### src/rtl/cacheline_adaptor.sv
// Bridges 256-bit cache line reads/writes to 4-beat, 64-bit physical-memory bursts.
// Optional macro ADAPTER_TIMEOUT_EN adds a stalled-memory timeout with sticky err_o.
module cacheline_adaptor #(
  parameter int TIMEOUT_CYCLES = 1024
) (
  input  logic         clk,
  input  logic         rst,
  input  logic         line_read_i,
  input  logic         line_write_i,
  input  logic [31:0]  line_addr_i,
  input  logic [255:0] line_wdata_i,
  output logic [255:0] line_rdata_o,
  output logic         line_resp_o,
  output logic         burst_read_o,
  output logic         burst_write_o,
  output logic [31:0]  burst_addr_o,
  output logic [63:0]  burst_wdata_o,
  input  logic [63:0]  burst_rdata_i,
  input  logic         burst_resp_i,
  output logic         err_o
);

  typedef enum logic [1:0] {IDLE, READ, WRITE, DONE} state_t;

  state_t         state, state_next;
  logic [1:0]     cnt;
  logic [31:0]    addr_q;
  logic [255:0]   wline_q;
  logic           busy;
  logic           beat;
  logic           timeout;

  assign busy = (state == READ) || (state == WRITE);
  assign beat = busy && burst_resp_i;

  // NOTE: state registers use non-blocking assignments so every flop samples pre-edge values.
  always_ff @(posedge clk) begin
    if (rst) state <= IDLE;
    else     state <= state_next;
  end

  // NOTE: state_next gets a default before the case so no path can infer a latch.
  always_comb begin
    state_next = state;
    unique case (state)
      IDLE: begin
        if (line_write_i)     state_next = WRITE;
        else if (line_read_i) state_next = READ;
      end
      READ, WRITE: begin
        if ((beat && cnt == 2'd3) || timeout) state_next = DONE;
      end
      DONE:    state_next = IDLE;
      default: state_next = IDLE;
    endcase
  end

  // NOTE: the line buffers are reset too, because the fill line is a visible output that must read 0.
  always_ff @(posedge clk) begin
    if (rst) begin
      cnt          <= '0;
      addr_q       <= '0;
      wline_q      <= '0;
      line_rdata_o <= '0;
    end else begin
      if (state == IDLE && (line_write_i || line_read_i)) begin
        addr_q <= {line_addr_i[31:5], 5'b0};
        if (line_write_i) wline_q <= line_wdata_i;
      end
      if (beat) begin
        cnt <= cnt + 2'd1;
        if (state == READ) line_rdata_o[{cnt, 6'd0} +: 64] <= burst_rdata_i;
      end else if (timeout) begin
        cnt <= '0;
      end
    end
  end

  assign burst_read_o  = (state == READ);
  assign burst_write_o = (state == WRITE);
  assign burst_addr_o  = addr_q;
  assign burst_wdata_o = (state == WRITE) ? wline_q[{cnt, 6'd0} +: 64] : '0;
  assign line_resp_o   = (state == DONE);

`ifdef ADAPTER_TIMEOUT_EN
  localparam int TMO_W = $clog2(TIMEOUT_CYCLES + 1);

  logic [TMO_W-1:0] tmo_cnt;
  logic             err_q;

  // Fires on the stalled cycle that would bring the idle count to TIMEOUT_CYCLES.
  assign timeout = busy && !burst_resp_i && (tmo_cnt == TMO_W'(TIMEOUT_CYCLES - 1));

  always_ff @(posedge clk) begin
    if (rst) begin
      tmo_cnt <= '0;
      err_q   <= 1'b0;
    end else begin
      if (!busy || burst_resp_i || timeout) tmo_cnt <= '0;
      else                                  tmo_cnt <= tmo_cnt + 1'b1;
      if (timeout) err_q <= 1'b1;
    end
  end

  assign err_o = err_q;
`else
  localparam int unused_timeout_cycles = TIMEOUT_CYCLES;

  assign timeout = 1'b0;
  assign err_o   = 1'b0;
`endif

endmodule

### config.mk
export PLATFORM = sky130hd
export DESIGN_NAME = cacheline_adaptor
export DESIGN_NICKNAME = d
export VERILOG_FILES = /design/src/rtl/cacheline_adaptor.sv
export SDC_FILE = /design/constraint.sdc
export NUM_CORES = 1
export LEC_CHECK = 0
export CORE_AREA = 3 3 276 278
export CTS_CLUSTER_SIZE = 16
export DETAILED_ROUTE_END_ITERATION = 12
export DIE_AREA = 0 0 279 281
export GPL_ROUTABILITY_DRIVEN = 0
export SLEW_MARGIN = 30
export SYNTH_ARGS = -nofsm -noshare
export SYNTH_HDL_FRONTEND = slang
export SYNTH_SLANG_ARGS = --single-unit
### constraint.sdc
create_clock -name clk -period 2.05 [get_ports clk]
set_input_delay 0.3075 -clock clk [delete_from_list [all_inputs] [get_ports clk]]
set_output_delay 0.3075 -clock clk [all_outputs]
set_load 0.02 [all_outputs]
==> summary.md <==
| Metric | Value |
|---|---|
| Worst relative slew slack | `0.665` |
| Distinct cells, synth | `32` |
| Final net count | `3579` |
| Post-synthesis compound-gate area fraction | `0.147` |
| Class of the worst hold path | `input port to register` |
| Sw Pwr | `11400 µW` |
| Flop pwr share | `0.358` |
| Endpoint type of the worst setup path | `output pin` |
| Area growth from synthesis to layout | `55.8%` |
| Worst ir drop on vdd | `0.687 mV` |
| Total routed wirelength | `87.0 mm` |
| Post-synth ARST share | `0` |
| Mean Syn Cell Area | `8.67 µm²` |
| Fin util | `0.456` |
| Seq cells post-synth | `543` |
| Drt first-iter violations | `1302` |
| RSZ-0062 raised after global routing | `yes` |
| I/O pin count | `713` |
| Clk buf depth | `3` |
| Row cnt | `100` |
| Combinational share of power | `0.334` |
| Mux cell area share after synthesis | `0.0674` |
| CTS tree | `built` |
| Die width | `279 µm` |
| Status | `complete, but fails checks` |
| Setup TNS Final | `-32240 ps` |
| Post-Syn Area | `0.0217 mm²` |
| Share of layout cells above drive strength 1 | `0.196` |
| Clock network power share | `0.307` |
| Max-cap violations | `0` |
| Die Ht | `281 µm` |
| Register clock-pin slew on the reported worst setup and hold paths | `60 ps` |
| HPWL after DPL | `59.6 mm` |
| Clk sinks | `543` |
| Start of the worst register-to-register path | `cnt[0]` |
| DR WL/cell | `20.5 µm` |
| Reg area | `0.0109 mm²` |
| Clock latency at the later pin of the worst-skew pair | `630 ps` |
| Largest net degree at the start of global routing | `96` |
| Net Sw Frac | `0.327` |
| Vias | `20600` |
| Total power | `34800 µW` |
| Tcrit/Tclk final | `1.22` |
| Worst hold start | `rst` |
| Worst Path Required | `1740 ps` |
| XOR/XNOR Fraction of Synth Area | `0.000403` |
| CTS H-tree lvls | `2` |
| Int Pwr | `23400 µW` |
| Critical Path Start Type | `register` |
| # fillers | `7171` |
| Synth Instances | `2505` |
| Starting density of the core | `0.293` |
| Yosys warns | `0` |
| Core footprint | `0.0742 mm²` |
| Root buf cell | `clkbuf_16` |
| Minimum clock period | `2510 ps` |
| Worst endpoint data arrival time | `2200 ps` |
| Largest family of logic cells by synthesized area | `simple AND/OR/NAND/NOR gates` |
| Skew final | `32.1 ps` |
| Worst hold slack | `53.1 ps` |
| # port buffers | `701` |
| Adder-cell share of the synthesized area | `0.00518` |
| Fin worst setup slack | `-458 ps` |
| Slew Viols, Final | `0` |
| P per Cell Area | `1030 mW/mm²` |
| Vias in the first global route | `19900` |
| Total GRT Usage | `0.205` |
| Violated checks | `negative setup slack` |
| Post-synth EDFFs | `0` |
| Crit path launch | `cnt[0]` |
| Area of the multi-input gates | `0.0101 mm²` |
| # hold bufs at CTS | `0` |
| First-pass detailed-route iteration total | `6` |
| Synth Flop Type | `dfxtp_1` |
| Die area | `0.0784 mm²` |
| Post-Synth Simple-Gate Area | `0.226` |
| Final hold violation count | `0` |
| DRC Markers | `0` |
| Antenna-violating nets left | `0` |
| Worst Path Max Fanout | `5` |
| Worst-margin pin slew | `502 ps` |
| GRT Residual Overflow | `0` |
| Achievable Freq | `399 MHz` |
| Vias per cell | `4.87` |
| CTS Buf Count | `59` |
| Register area share after synthesis | `0.500` |
| First-pass GRT wire length | `125 mm` |
| Kind of critical path | `register to output pin` |
| Initial antenna violation count | `16` |
| Final Setup Violations | `224` |
| Static Leak | `0.0119 µW` |
-- cells in the final DEF (no fill, tap or decap), types with 9 or more instances in the layout --
master / n
nand2_1: 761
clkdlybuf4s50_1: 633
dfxtp_1: 541
a21oi_1: 396
nand3_1: 125
a21oi_2: 81
buf_6: 75
clkbuf_16: 72
buf_4: 71
nand3_2: 70
nor2_1: 69
mux4_2: 64
and2_4: 64
a32oi_1: 64
buf_12: 64
clkinv_2: 16
clkbuf_1: 14
buf_8: 11
clkbuf_8: 10
diode_2: 9
-- layer usage --
layer | routed length [µm] | vias to the layer above | GRT usage | share of wire
met1 | 35000 | 9821 | 0.248 | 0.40
met4 | 3080 | 14 | 0.0784 | 0.035
li1 | - | 9900 | - | -
met2 | 42700 | 726 | 0.350 | 0.49
met3 | 6230 | 170 | 0.0532 | 0.072
met5 | 89 | - | 0 | 0.0010
-- cell usage after synthesis, types with 2 or more instances --
library cell	count	area (µm²)
buf_12	6	120
buf_6	6	67.6
clkbuf_2	2	10.0
dfxtp_1	543	10900
nand3_1	137	686
and2_1	66	413
buf_4	14	105
nand2_1	762	2860
mux2_2	2	22.5
nand3_2	60	601
a32oi_1	64	561
buf_2	61	305
a21oi_1	417	2090
inv_1	4	15.0
clkbuf_1	116	435
nor2_1	69	259
mux4_2	64	1440
ha_1	9	113
and3_1	3	18.8
buf_1	29	109
a21oi_2	60	526
-- cell type report --
cell class	count	area share
Timing Repair Buffer	876	0.286
Clock buffer	83	0.0492
Clock inverter	26	0.00765
Sequential cell	543	0.321
Tap cell	969	0.0358
Inverter	4	0.000554
Antenna cell	9	0.000665
Multi-Input combinational cell	1729	0.299
-- kinds of logic (layout without fill, tap and decap cells) --
logic type	after synthesis	in the layout
adders and majority gates	9	9
and+or+nand+nor	1103	1103
xor gates and xnor gates	1	1
AOI/OAI and AO/OA	544	544
muxes	66	66
buffers and inverters	238	989
DFF	543	543
other	1	15
-- state kept, by name, summed over array words and instances (netlist names) --
signal and flops:
line_rdata_o 256, wline_q 256, burst_addr_o 27, cnt 2
state 2
-- power by group through the flow --
stage	clock network, µW	registers [µW]	logic (µW)
detailed placement	0	12700	10400
global route	11400	12600	12500
floorplan	0	12700	5540
global placement	0	12700	10300
CTS	10900	12500	11300
finish	10700	12500	11600
-- worst max-delay path, stage by stage (launching register included) --
cell	delay, ps
dfxtp_4	390
buf_12	140
buf_12	120
buf_16	130
mux4_2	500
and2_4	180
buf_6	120
-- metrics by stage --
stage | setup slack [ps] | instance area (µm²) | std cells
floorplan | 22.7 | 21800 | 2510
global placement | -302 | 30600 | 4072
detailed placement | -298 | 30600 | 4072
CTS | -597 | 33100 | 4199
global route | -550 | 33800 | 4239
finish | -458 | 33800 | 4239
-- repair_timing --
action	4_1_cts	5_1_grt
pin swaps	18	84
endpoints found under the setup margin	319	181
setup buffers	11	21
gates resized for setup	394	146
gates cloned	7	15
-- path summary, 6_finish.rpt --
kind | to | slack, ps | cells after the start
worst min register to register | line_rdata_o[72] | 450 | 2
worst max-delay path | burst_wdata_o[42] | -460 | 6
worst max register to register | line_rdata_o[118] | -130 | 11
worst min-delay path | wline_q[80] | 50 | 2
Note: power is estimated with default switching activity, not from simulation.
